===== src/rtl/spi_rx_arb_pkg.sv =====
// Shared types and constants for the SPI receiver FIFO arbiter.
// The state enum and word/tag geometry are used by all arbiter files.
package spi_rx_arb_pkg;

  typedef enum logic {
    IDLE,
    GRANT
  } state_t;

  localparam int WORD_W  = 32;
  localparam int TAG_LSB = 24;
  localparam int TAG_W   = 4;

endpackage


===== src/rtl/rr_pick.sv =====
// Round-robin selector: first set request bit strictly after ptr,
// wrapping; ptr itself is tried last.
module rr_pick #(
  parameter int N  = 4,
  parameter int IW = 2
) (
  input  logic [N-1:0]  req,
  input  logic [IW-1:0] ptr,
  output logic [IW-1:0] idx,
  output logic          found
);

  logic [IW-1:0] j;

  always_comb begin
    found = 1'b0;
    idx   = '0;
    j     = '0;
    for (int i = 1; i <= N; i++) begin
      j = IW'((int'(ptr) + i) % N);
      if (!found && req[j]) begin
        found = 1'b1;
        idx   = j;
      end
    end
  end

endmodule


===== src/rtl/spi_rx_fifo_arbiter.sv =====
// Round-robin merge of N FWFT source FIFOs into one FWFT output word.
// SPI_RX_ARB_SOURCE_TAG_EN stamps the source index into FIFO_DATA[27:24].
module spi_rx_fifo_arbiter
  import spi_rx_arb_pkg::*;
#(
  parameter int N_SOURCES = 4,
  parameter int MAX_BURST = 8
) (
  input  logic                        BUS_CLK,
  input  logic                        BUS_RST_N,
  input  logic [N_SOURCES-1:0]        SRC_ENABLE,
  input  logic [N_SOURCES-1:0]        SRC_FIFO_EMPTY,
  input  logic [WORD_W*N_SOURCES-1:0] SRC_FIFO_DATA,
  output logic [N_SOURCES-1:0]        SRC_FIFO_READ,
  input  logic                        FIFO_READ,
  output logic                        FIFO_EMPTY,
  output logic [WORD_W-1:0]           FIFO_DATA,
  output logic [3:0]                  GRANT_ID
);

  localparam int IW =
    (N_SOURCES > 1) ? $clog2(N_SOURCES) : 1;
  localparam int BW = $clog2(MAX_BURST + 1);

  state_t            state, state_nxt;
  logic              out_valid, out_valid_nxt;
  logic [WORD_W-1:0] data_q, data_nxt;
  logic [IW-1:0]     grant_q, grant_nxt;
  logic [IW-1:0]     rr_q, rr_nxt;
  logic [BW-1:0]     burst_q, burst_nxt;

  logic [N_SOURCES-1:0] req;
  logic [IW-1:0]        pick_idx;
  logic                 pick_found;
  logic                 avail;
  logic                 can_load;
  logic                 pop;
  logic [WORD_W-1:0]    words [N_SOURCES];
  logic [WORD_W-1:0]    src_word;
  logic [WORD_W-1:0]    load_word;

  assign req = SRC_ENABLE & ~SRC_FIFO_EMPTY;

  rr_pick #(
    .N  (N_SOURCES),
    .IW (IW)
  ) u_pick (
    .req   (req),
    .ptr   (rr_q),
    .idx   (pick_idx),
    .found (pick_found)
  );

  always_comb begin
    for (int i = 0; i < N_SOURCES; i++) begin
      words[i] = SRC_FIFO_DATA[i*WORD_W +: WORD_W];
    end
  end

  assign src_word = words[grant_q];
  assign avail    = SRC_ENABLE[grant_q]
                  & ~SRC_FIFO_EMPTY[grant_q];
  assign can_load = ~out_valid | FIFO_READ;
  // No source is popped while reset is held.
  assign pop      = BUS_RST_N & (state == GRANT)
                  & can_load & avail;

  always_comb begin
    SRC_FIFO_READ          = '0;
    SRC_FIFO_READ[grant_q] = pop;
  end

`ifdef SPI_RX_ARB_SOURCE_TAG_EN
  always_comb begin
    load_word = src_word;
    load_word[TAG_LSB +: TAG_W] = TAG_W'(grant_q);
  end
`else
  assign load_word = src_word;
`endif

  always_comb begin
    state_nxt     = state;
    out_valid_nxt = out_valid;
    data_nxt      = data_q;
    grant_nxt     = grant_q;
    rr_nxt        = rr_q;
    burst_nxt     = burst_q;
    if (FIFO_READ && out_valid && !pop) begin
      out_valid_nxt = 1'b0;
    end
    unique case (state)
      IDLE: begin
        if (pick_found) begin
          grant_nxt = pick_idx;
          burst_nxt = '0;
          state_nxt = GRANT;
        end
      end
      GRANT: begin
        if (pop) begin
          data_nxt      = load_word;
          out_valid_nxt = 1'b1;
          burst_nxt     = burst_q + 1'b1;
        end
        if (!avail ||
            (pop && burst_q == BW'(MAX_BURST - 1))) begin
          state_nxt = IDLE;
          rr_nxt    = grant_q;
        end
      end
      default: state_nxt = IDLE;
    endcase
  end

  always_ff @(posedge BUS_CLK) begin
    if (!BUS_RST_N) begin
      state     <= IDLE;
      out_valid <= 1'b0;
      data_q    <= '0;
      grant_q   <= '0;
      rr_q      <= IW'(N_SOURCES - 1);
      burst_q   <= '0;
    end else begin
      state     <= state_nxt;
      out_valid <= out_valid_nxt;
      data_q    <= data_nxt;
      grant_q   <= grant_nxt;
      rr_q      <= rr_nxt;
      burst_q   <= burst_nxt;
    end
  end

  assign FIFO_EMPTY = ~out_valid;
  assign FIFO_DATA  = data_q;
  assign GRANT_ID   = 4'(grant_q);

endmodule


===== config.mk =====
export PLATFORM = sky130hd
export DESIGN_NAME = spi_rx_fifo_arbiter
export DESIGN_NICKNAME = d
export VERILOG_FILES = /design/src/rtl/spi_rx_arb_pkg.sv /design/src/rtl/rr_pick.sv /design/src/rtl/spi_rx_fifo_arbiter.sv
export SDC_FILE = /design/constraint.sdc
export NUM_CORES = 1
export LEC_CHECK = 0
export ABC_AREA = 1
export BUFFER_PORTS_ARGS = -buffer_cell sky130_fd_sc_hd__buf_2
export CAP_MARGIN = 20
export CORE_ASPECT_RATIO = 1.5
export CORE_MARGIN = 2
export CORE_UTILIZATION = 47
export DETAILED_ROUTE_END_ITERATION = 16
export GPL_ROUTABILITY_DRIVEN = 0
export PLACE_DENSITY = 0.91
export SLEW_MARGIN = 25
export SYNTH_ARGS = -nofsm -noshare
export SYNTH_HDL_FRONTEND = slang
export SYNTH_SLANG_ARGS = --single-unit

===== constraint.sdc =====
create_clock -name BUS_CLK -period 3 [get_ports BUS_CLK]
set_input_delay 0.15 -clock BUS_CLK [delete_from_list [all_inputs] [get_ports BUS_CLK]]
set_output_delay 0.15 -clock BUS_CLK [all_outputs]
set_load 0.005 [all_outputs]

# == Word-level counts from Yosys, hierarchy flattened ==
# Cells that the tools add are included.
# totals
regBits,42
in_bits,139
output_inout_bits,41
# op_classes
addsub,5
n_lt_le_gt_ge,7
n_eq_ne,3
mux,34
bitwise,12
reduce_logical,17
# op_table
cell,n
32-bit binary-select mux with 2-bit select,1
32-bit two-way mux,2
1-bit two-way mux,16
2-bit by 3-bit less-than comparator with 1-bit output (second input constant),5
1-bit binary-select mux with 2-bit select,6
4-bit AND,2
2-bit two-way mux,4
4-bit two-way mux,2
4-bit case mux with 2 select lines,1
2-bit AND reduction,4
1-bit logical AND,7
1-bit zero test,5
2-bit by 1-bit adder with 2-bit output (second input constant),2
2-bit adder (second input constant),2
4-bit by 1-bit adder with 4-bit output (second input constant),1
1-bit AND,4
4-bit by 3-bit equality test with 1-bit output (second input constant),1
4-bit NOT,1
3-bit >= comparator (second input constant),1
1-bit NOT,3
2-bit NOT with 3-bit output,1
1-bit demux with 2-bit select,1
2-bit by 1-bit >= comparator with 1-bit output (second input constant),1
2-bit by 1-bit != test with 1-bit output (second input constant),1
4 further kinds,4

# == Depth between registers and ports, before layout ==
# Gate-level depths: netlist of the first run.
# logic_depth
depth_word,16
ltp_mapped,12
mapped_depth_nobuf,11

# == By module ==
# From an unflattened synthesis of the first run, not the netlist that was laid out.
# hier_totals
hier_cells,470
area_unflattened_um2,2890.3
# modules_own_cells
mod,n_inst,cells_per_inst,area_per_inst_um2
spi_rx_fifo_arbiter,1,418,2618.8
rr_pick,1,52,271.5

# == Worst setup path after synthesis of the first run ==
# Ideal clock, no wire load.
# synth_path
kind,register -> register
start,register grant_q[1]
end,register data_q[10] (netlist: FIFO_DATA[10])
setup_ns,0.134
t_arrival_ns,1.277
path_slack_ns,1.589
path_stages_with_launch,11
n_path_buf,2
period_less_slack_ns,1.411
path_cell_list,dfxtp_1 buf_4 inv_4 nand2_1 o22ai_1 nor2_2 nand3b_4 clkinv_2 buf_6 nand2_1 a21oi_1
# synth_between
elab_chain_cells,6
# synth_lines
element,line_no,text
"start, declared",spi_rx_fifo_arbiter.sv:28,"logic [IW-1:0] grant_q, grant_nxt;"
"start signal, assigned",spi_rx_fifo_arbiter.sv:128,grant_q <= grant_nxt;
1-bit binary-select mux with 2-bit select,spi_rx_fifo_arbiter.sv:62,& ~SRC_FIFO_EMPTY[grant_q];
1-bit two-way mux (not written as such),spi_rx_fifo_arbiter.sv:62,
1-bit NOT,spi_rx_fifo_arbiter.sv:62,
1-bit AND,spi_rx_fifo_arbiter.sv:62,
1-bit AND,spi_rx_fifo_arbiter.sv:66,& can_load & avail;
2-bit AND reduction (no source line),-,
"end signal, assigned",spi_rx_fifo_arbiter.sv:127,data_q <= data_nxt;
"end, declared",spi_rx_fifo_arbiter.sv:27,"logic [WORD_W-1:0] data_q, data_nxt;"
# Parallel ways exist; a longest one is shown, timed or not. The select of a mux whose other input is x is not followed.
# A chain may end at the register's enable or synchronous reset.

# == Worst setup path after layout of the first run ==
# layout_path
start,register grant_q[1]
end,output SRC_FIFO_READ[3]
# layout_between
elab_chain_cells,6
# layout_lines
element,line_no,text
"parallel branches: the longest is 5 deep, another holds 2-bit by 3-bit less-than comparator with 1-bit output",-,
4-bit AND (no source line) *,-,
"end, declared",spi_rx_fifo_arbiter.sv:14,"output logic [N_SOURCES-1:0] SRC_FIFO_READ,"
# Every way passes the cells marked *. The select of a mux whose other input is x is not followed.

==> impl_metrics.csv, run 1 <==
group,metric,value,unit
critical_path,arrival,2470,ps
floorplanning,start_util,49.1,%
timing,relSlewSlack,62.8,%
critical_path,reg2reg_depth,8,
worst_hold_path,hold_path.class,"in2reg",
clocking,ctsResizeCount,0,
critical_path,slowest_stage,"dfxtp_2",
power,ir_worst_vdd,0.420,mV
status,run_status,"finished, final reports clean",
cells_and_area,drive_gt1_share,34.4,%
routing,route.vias.total,3848,
synth,synth.distinct_cells,34,
timing,clock.fmax,382,MHz
cells_and_area,diodes,0,
critical_path,crit_path_start_kind,"flop",
timing,drv_slew,0,
floorplanning,rows,34,
critical_path,cp_cell_sequence,"buf_4, nand3_1, nand4_1, nand3b_4, buf_4, nor2_1, buf_2",
critical_path,r2r_slack,660,ps
timing,fin_setup_tns,0,ps
timing,rsz0062_at_grt,"false",
timing,tightest_slew,558,ps
critical_path,crit_family,"buffers and inverters",
cells_and_area,area_delta_synth_final,31.1,%
routing,drtAntennaViolNets,0,
clocking,clk_path_buf_depth,2,
synth,ys_seq_area_share,29.4,%
clocking,numClockSinks,42,
critical_path,r2r-start,"grant_q[1]",
clocking,h-tree-depth,2,
clocking,cts_hold_buf,0,
critical_path,critPathBufInv,3,
critical_path,cp.required,2850,ps
global_route,grt_max_degree,51,
critical_path,end_kind,"output port",
timing,hold_violations,0,
routing,first_iter_violations,326,
critical_path,worstReg2RegEnd,"burst_q[3]",
power,total_leakage_power,1.81,nW
timing,setup_violations,0,
timing,period_needed,2620,ps
floorplanning,chipWidth,67.7,µm
cells_and_area,final_nets,747,
synth,synth-seq-cells,42,
critical_path,cpPeakStageDelay,690,ps
global_route,grt_pass1_wl,14900,µm
routing,first_pass_iters,5,
global_route,grt_usage,28.1,%
clocking,cts_tree,"yes",
floorplanning,die_area,6740,µm²
clocking,post-cts-setup-buffer-count,0,
critical_path,path_class,"reg2out",
cells_and_area,final_cell_area,3750,µm²
synth,syn_area,2860,µm²
routing,totalWireLength,9470,µm
clocking,clock_latency,290,ps
floorplanning,fp.coreArea,5830,µm²
clocking,cts.clk_slew.worst_paths,70,ps
placed_design,place_inst,672,
cells_and_area,instances_no_fill,679,
global_route,antenna_found_initial,0,
routing,via_per_inst,5.67,
global_route,grt_pass1_vias,3473,
cells_and_area,final_common_cell,"buf_2",
routing,drc_errors,0,
synth,synth_edf_count,0,
critical_path,critPathMostFrequentCell,"buf_4",
critical_path,worstPathMaxFanout,44,
placed_design,io_buffers,177,
synth,syn_inst,455,
routing,wire_per_inst,13.9,µm
flow_run,max_cap_viol_count,0,
floorplanning,die_y,99.6,µm
worst_hold_path,min_to,"rr_q[1]",
cells_and_area,final_cell_mix,"buf_2, nand2_1, nand3_1",
worst_hold_path,hp-start,"BUS_RST_N",
synth,yosys_warnings,0,
timing,period_share,87.2,%
clocking,root_buffer,"clkbuf_8",
worst_hold_path,whs_path_depth,2,
synth,avgSynthCellArea,6.29,µm²
placed_design,hpwl,7140,µm
clocking,numCtsBuffers,5,
synth,synth_top_flop_cell,"dfxtp_1",
power,power.density,653,nW/µm²
cells_and_area,n_fill_cell,534,
synth,ys_async_sr_fraction,0,%
floorplanning,io_pins,180,
timing,clock_skew,4.56,ps
placed_design,placed_area,3680,µm²
global_route,globalRouteOverflowTotal,0,
power,p_total,0.00245,W
[report_power, final]
group          leakage (nW)  internal, W  switching [W]
logic                  1.43     0.000465       0.000884
registers             0.341     0.000629       0.000131
clock network        0.0383     0.000160       0.000182
[state kept, by name, summed over array words and instances, names as in the netlist]
signal / cells
out_valid: 1
state: 1
burst_q: 4
FIFO_DATA: 32
grant_q: 2
rr_q: 2
[cells by family after synthesis]
group | share of synthesized area (%)
compound gates | 8.05
xor+xnor | 0.306
fa+ha+maj | 0.437
buf+inv | 9.62
flops | 29.4
other cells | 0.131
simple gates | 52.1
[final cells by class]
type | count | area, µm² | share of cell area, %
timing repair buffer | 183 | 931 | 24.8
sequential | 42 | 843 | 22.5
multi-input combinational | 360 | 1750 | 46.6
clock buffer | 7 | 76.3 | 2.03
tap | 72 | 90.1 | 2.40
inverter | 15 | 62.6 | 1.67
[through the flow]
stage                     utilization (%)  worst slack (ps)  hold slack [ps]
final                                64.4               383              133
after global routing                 64.4               168              125
after CTS                            64.4               397              129
after detailed placement             63.1               713              429
after global placement               63.1               831              419
after floorplan                         -              1590              335
[worst max-delay path by stage]
| stage | startpoint | end | slack, ps | cells after the start |
|---|---|---|---|---|
| 2_1_floorplan | grant_q[1] | FIFO_DATA[10] | 1590 | 10 |
| 3_3_place_gp | grant_q[1] | SRC_FIFO_READ[1] | 830 | 7 |
| 3_5_place_dp | grant_q[1] | burst_q[3] | 710 | 8 |
| 4_1_cts | grant_q[1] | SRC_FIFO_READ[3] | 400 | 7 |
| 5_1_grt | grant_q[1] | SRC_FIFO_READ[1] | 170 | 7 |
| 6_report | grant_q[1] | SRC_FIFO_READ[3] | 380 | 7 |
[layer usage]
| layer | global-route usage, % | vias up | wire [µm] | part of all wire, % |
|---|---|---|---|---|
| met5 | 0 | - | 0 | 0 |
| met2 | 47.5 | 225 | 4750 | 50 |
| li1 | - | 1870 | - | - |
| met3 | 4.86 | 50 | 797 | 8.4 |
| met4 | 18.2 | 0 | 502 | 5.3 |
| met1 | 31.4 | 1703 | 3420 | 36 |
[Yosys cell counts (2+ instances only)]
library cell,number,area [µm²]
nand3_2,2,20.0
a21oi_1,35,175
buf_2,14,70.1
buf_4,5,37.5
buf_1,4,15.0
dfxtp_1,42,841
nand2_1,130,488
nor2_1,12,45.0
buf_6,4,45.0
nand4_1,35,219
nand2_2,2,12.5
clkbuf_1,12,45.0
inv_2,3,11.3
inv_4,2,12.5
a21oi_2,2,17.5
nand3_1,126,631
inv_1,8,30.0
(Power assumes the default switching activity.)
==> run 2: changes to the inputs <==
Settings changed: CORE_UTILIZATION 47 to 39, PLACE_DENSITY 0.91 to 0.81.
Clock period 3 ns to 2.4 ns, I/O delays scaled along.
==> run 2 against run 1 <==
Against the previous run: die area grew 19%; final area up 2.4%; register-to-register slack got worse by 330 ps; worst hold slack got worse by 41 ps; largest power group unchanged; combinational power up 33%; critical endpoint is now burst_q[0].
==> impl_metrics.csv, run 2 (synthesis results as in run 1) <==
group,metric,value,unit
clocking,root_buffer,"clkbuf_8",
critical_path,end_kind,"flop",
timing,period_share,86.4,%
routing,wire_per_inst,13.6,µm
routing,route.vias.total,3809,
clocking,numCtsBuffers,5,
clocking,cts.clk_slew.worst_paths,90,ps
clocking,post-cts-setup-buffer-count,0,
status,run_status,"finished, final reports clean",
clocking,numClockSinks,42,
global_route,grt_pass1_vias,3397,
clocking,cts_hold_buf,0,
routing,totalWireLength,9640,µm
clocking,clk_path_buf_depth,2,
cells_and_area,final_nets,750,
routing,first_pass_iters,5,
timing,clock_skew,8.91,ps
routing,via_per_inst,5.36,
clocking,h-tree-depth,2,
routing,drc_errors,0,
cells_and_area,largest_reg_flops,32,
cells_and_area,drive_gt1_share,35.4,%
critical_path,path_class,"reg2reg",
cells_and_area,n_fill_cell,713,
floorplanning,chipWidth,73.9,µm
cells_and_area,area_delta_synth_final,34.3,%
global_route,globalRouteOverflowTotal,0,
routing,drtAntennaViolNets,0,
floorplanning,fp.coreArea,7180,µm²
floorplanning,die_area,8050,µm²
global_route,grt_pass1_wl,15200,µm
power,power.density,846,nW/µm²
critical_path,crit_path_start_kind,"flop",
power,clockPowerShare,17.2,%
cells_and_area,diodes,0,
cells_and_area,instances_no_fill,711,
power,sw_frac_of_total,47.6,%
timing,timing.hold.ws,92.1,ps
power,p_sw,0.00155,W
worst_hold_path,hold_path.class,"in2reg",
timing,relSlewSlack,58.3,%
critical_path,cp.required,2580,ps
placed_design,placed_area,3730,µm²
placed_design,hpwl,7220,µm
timing,rsz0062_at_grt,"false",
critical_path,arrival,2250,ps
power,total_leakage_power,1.84,nW
global_route,grt_max_degree,44,
timing,clock.fmax,482,MHz
cells_and_area,final_common_cell,"buf_2",
power,pwr-share-comb,55.0,%
timing,period_needed,2070,ps
global_route,antenna_found_initial,0,
routing,first_iter_violations,226,
clocking,cts_tree,"yes",
timing,setup_violations,0,
floorplanning,die_y,109,µm
placed_design,place_inst,703,
flow_run,max_cap_viol_count,0,
cells_and_area,final_cell_area,3840,µm²
placed_design,io_buffers,177,
timing,hold_violations,0,
floorplanning,rows,38,
clocking,clock_latency,290,ps
critical_path,worstPathMaxFanout,34,
global_route,grt_usage,23.6,%
floorplanning,start_util,39.9,%
clocking,ctsResizeCount,0,
power,internal_power,0.00170,W
cells_and_area,final_cell_mix,"buf_2, nand2_1, nand3_1",
timing,tightest_slew,625,ps
floorplanning,io_pins,180,
timing,drv_slew,0,
power,ir_worst_vdd,0.343,mV
timing,fin_setup_tns,0,ps
power,seqPwrFrac,27.9,%
[run 2: cell types whose count changed in the layout (fill, tap and decap cells not counted), sizes merged]
cell | before | now
buf | 183 | 186
clkbuf | 7 | 5
bufinv | 0 | 1
clkinv | 2 | 3
inv | 13 | 14
[run 2: final timing paths]
path / startpoint / endpoint / slack, ps / cells after the start
max reg2reg: grant_q[1] / burst_q[0] / 330 / 7
min reg2reg: FIFO_DATA[17] / FIFO_DATA[17] / 460 / 2
min: BUS_RST_N / rr_q[1] / 90 / 2
max: grant_q[1] / burst_q[0] / 330 / 7
[run 2: worst max-delay path: stages (launching register included)]
cell      delay (ps)
dfxtp_2          510
inv_4            120
nand3_1           90
nand4_1          170
nand3b_4         270
clkinv_2         430
o21ai_0          290
a21oi_1           60
[run 2: stage by stage]
step	setup WS, ps	power [W]	utilization [%]
after detailed placement	347	0.00269	52.0
after CTS	324	0.00325	53.5
after global placement	425	0.00265	52.0
after global routing	84.6	0.00351	53.5
after floorplan	989	0.00221	-
final	327	0.00325	53.5
[run 2: metal layers]
metal	wire (µm)	GRT usage (%)	vias up
met3	677	4.07	17
met5	0	0	-
li1	-	-	1875
met2	5120	43.6	185
met1	3690	26.5	1732
met4	154	8.44	0
[run 2: power groups by stage]
stage          Combinational (W)  Clock (W)  Sequential [W]
2_1_floorplan            0.00136          0        0.000856
3_3_place_gp             0.00173          0        0.000915
3_5_place_dp             0.00177          0        0.000918
4_1_cts                  0.00178   0.000569        0.000902
5_1_grt                  0.00199   0.000593        0.000920
6_report                 0.00179   0.000557        0.000905
[run 2: area by class of cell]
class,count,area (µm²),area share [%]
multi-input combinational,360,1750,45.5
inverter,15,62.6,1.63
clock inverter,3,40.0,1.04
tap,100,125,3.26
sequential,42,843,21.9
clock buffer,5,68.8,1.79
timing repair buffer,186,953,24.8
==> run 3: changes to the inputs <==
Settings changed: ABC_AREA 1 to 0.
==> run 3 against run 2 <==
Against the previous run: synthesized cell count down 40%; final area grew 0.91%; count of clock-buffer cells in the layout increased by 1; utilization rose by 0.85 points; die area down 0.88%; critical path depth is 3 lower; sequential power decreased by 15%; area after synthesis shrank 0.92%; non-clock buffer count increased by 2; worst hold slack better by 170 ps; wire length decreased by 6.0%; critical endpoint is now SRC_FIFO_READ[3]; largest power group is now registers.
==> impl_metrics.csv, run 3 <==
group,metric,value,unit
synth,synth.distinct_cells,41,
routing,drtAntennaViolNets,0,
floorplanning,io_pins,180,
timing,period_needed,2020,ps
critical_path,arrival,1900,ps
critical_path,path_class,"reg2out",
critical_path,crit_path_start_kind,"flop",
cells_and_area,final_common_cell,"buf_2",
power,power.density,546,nW/µm²
timing,period_share,84.3,%
timing,setup_violations,0,
power,ir_worst_vdd,0.256,mV
timing,tightest_slew,668,ps
synth,synthTopCellsByArea,"dfxtp_1, mux4_2, a21boi_1",
clocking,numCtsBuffers,5,
cells_and_area,final_cell_mix,"buf_2, dfxtp_1, nand3_1",
global_route,antenna_found_initial,0,
critical_path,worstPathMaxFanout,19,
clocking,clock_latency,300,ps
clocking,cts.clk_slew.worst_paths,80,ps
placed_design,pre_cts_ws,601,ps
timing,drv_slew,0,
cells_and_area,area_delta_synth_final,36.8,%
timing,relSlewSlack,54.9,%
floorplanning,die_y,108,µm
cells_and_area,drive_gt1_share,55.4,%
routing,first_iter_violations,149,
cells_and_area,n_fill_cell,666,
routing,route.vias.total,2905,
synth,avgSynthCellArea,10.5,µm²
cells_and_area,largest_reg_flops,32,
synth,ys_top_cells_by_count,"dfxtp_1, nand3_1, mux4_2",
cells_and_area,diodes,0,
floorplanning,die_area,7980,µm²
routing,wire_per_inst,17.5,µm
cells_and_area,final_nets,576,
placed_design,hpwl,7090,µm
power,total_leakage_power,1.69,nW
clocking,h-tree-depth,2,
clocking,numClockSinks,42,
critical_path,end_kind,"output port",
clocking,root_buffer,"clkbuf_8",
status,run_status,"finished, final reports clean",
clocking,cts_tree,"yes",
synth,synth.top_cell.area_share,29.7,%
routing,totalWireLength,9060,µm
timing,clock_skew,9.17,ps
routing,via_per_inst,5.62,
synth,ys_async_sr_fraction,0,%
timing,clock.fmax,494,MHz
floorplanning,chipWidth,73.6,µm
synth,yosys.area.top_type,"dfxtp_1",
synth,syn_area,2840,µm²
synth,synth-seq-cells,42,
global_route,grt_max_degree,29,
synth,ys_seq_area_share,29.7,%
cells_and_area,finish.utilization,54.4,%
clocking,ctsResizeCount,0,
global_route,grt_pass1_wl,13600,µm
timing,timing.hold.ws,266,ps
critical_path,r2r_slack,560,ps
synth,synth_edf_count,0,
timing,fin_setup_tns,0,ps
routing,first_pass_iters,4,
clocking,post-cts-setup-buffer-count,0,
flow_run,max_cap_viol_count,0,
critical_path,cp.required,2280,ps
timing,setup_ws,377,ps
clocking,clk_path_buf_depth,2,
floorplanning,start_util,39.8,%
timing,hold_violations,0,
worst_hold_path,hold_path.class,"in2reg",
synth,yosysMostFrequentCell,"dfxtp_1",
floorplanning,fp.coreArea,7130,µm²
routing,drc_errors,0,
timing,rsz0062_at_grt,"false",
global_route,grt_usage,21.8,%
synth,syn_inst,271,
global_route,grt_pass1_vias,2947,
floorplanning,rows,38,
placed_design,io_buffers,177,
synth,yosys_warnings,0,
synth,synth_top_flop_cell,"dfxtp_1",
clocking,cts_hold_buf,0,
global_route,globalRouteOverflowTotal,0,
[run 3: cell types whose count changed in the layout (fill, tap and decap cells not counted), moves of 4 or more]
cell      before  now
nand2_1      130    5
nand3_1      126   36
a21oi_1       35    1
mux4_2         0   34
a21boi_1       0   33
nand4_1       35    2
o21ai_1        1   28
nor2_1        12    4
nor2b_1        0    8
o21ai_0        1    7
inv_1          8    3
inv_2          4    0
[run 3: power breakdown]
| part | internal, W | switching [W] |
|---|---|---|
| clock | 0.000444 | 0.000248 |
| sequential | 0.000728 | 0.0000430 |
| combinational | 0.000347 | 0.000306 |
| total | 0.00152 | 0.000597 |
[run 3: layout make-up]
class | instances | area, µm² | share of cell area [%]
inverters | 3 | 11.3 | 0.290
repair buffers | 188 | 968 | 25.0
clock inverters | 2 | 60.1 | 1.55
clock buffers | 6 | 82.6 | 2.13
flip-flops and latches | 42 | 843 | 21.7
well taps | 80 | 100 | 2.58
multi-input cells | 196 | 1810 | 46.7
[run 3: logic make-up (layout without fill, tap and decap cells)]
family          after synthesis  count (layout)  synth area share [%]
other cells                   1               2                 0.132
mux                          37              37                  28.1
compound gates               83              83                  20.0
flops                        42              42                  29.7
simple gates                 73              73                  15.1
buf+inv                      34             199                  6.58
fa+ha+maj                     1               1                 0.441
[run 3: path summary, 6_finish.rpt]
kind / end / cells past startpoint / from
worst max-delay path: SRC_FIFO_READ[3] / 4 / grant_q[1]
worst min-delay path: FIFO_DATA[5] / 2 / BUS_RST_N
worst max register to register: FIFO_DATA[14] / 4 / grant_q[1]
worst min register to register: FIFO_DATA[13] / 2 / FIFO_DATA[13]
[run 3: layer usage]
| layer | GRT usage (%) | share of wire [%] | vias to the layer above |
|---|---|---|---|
| met5 | 0 | 0 | - |
| met3 | 3.36 | 4.2 | 21 |
| met2 | 39.5 | 56 | 98 |
| met4 | 8.83 | 2.4 | 0 |
| li1 | - | - | 1368 |
| met1 | 24.8 | 37 | 1418 |
[run 3: per-stage QoR]
stage          total power (W)  cell area (µm²)  std cells
6_report               0.00212             3880        517
3_3_place_gp           0.00142             3730        509
5_1_grt                0.00221             3880        517
4_1_cts                0.00213             3880        517
2_1_floorplan          0.00123             2840        272
3_5_place_dp           0.00144             3730        509
[run 3: critical path, cell delays in order (launching register included)]
cell and delay [ps]:
dfxtp_2 600, mux4_2 550, nor2_1 180, and3_1 160, buf_2 120
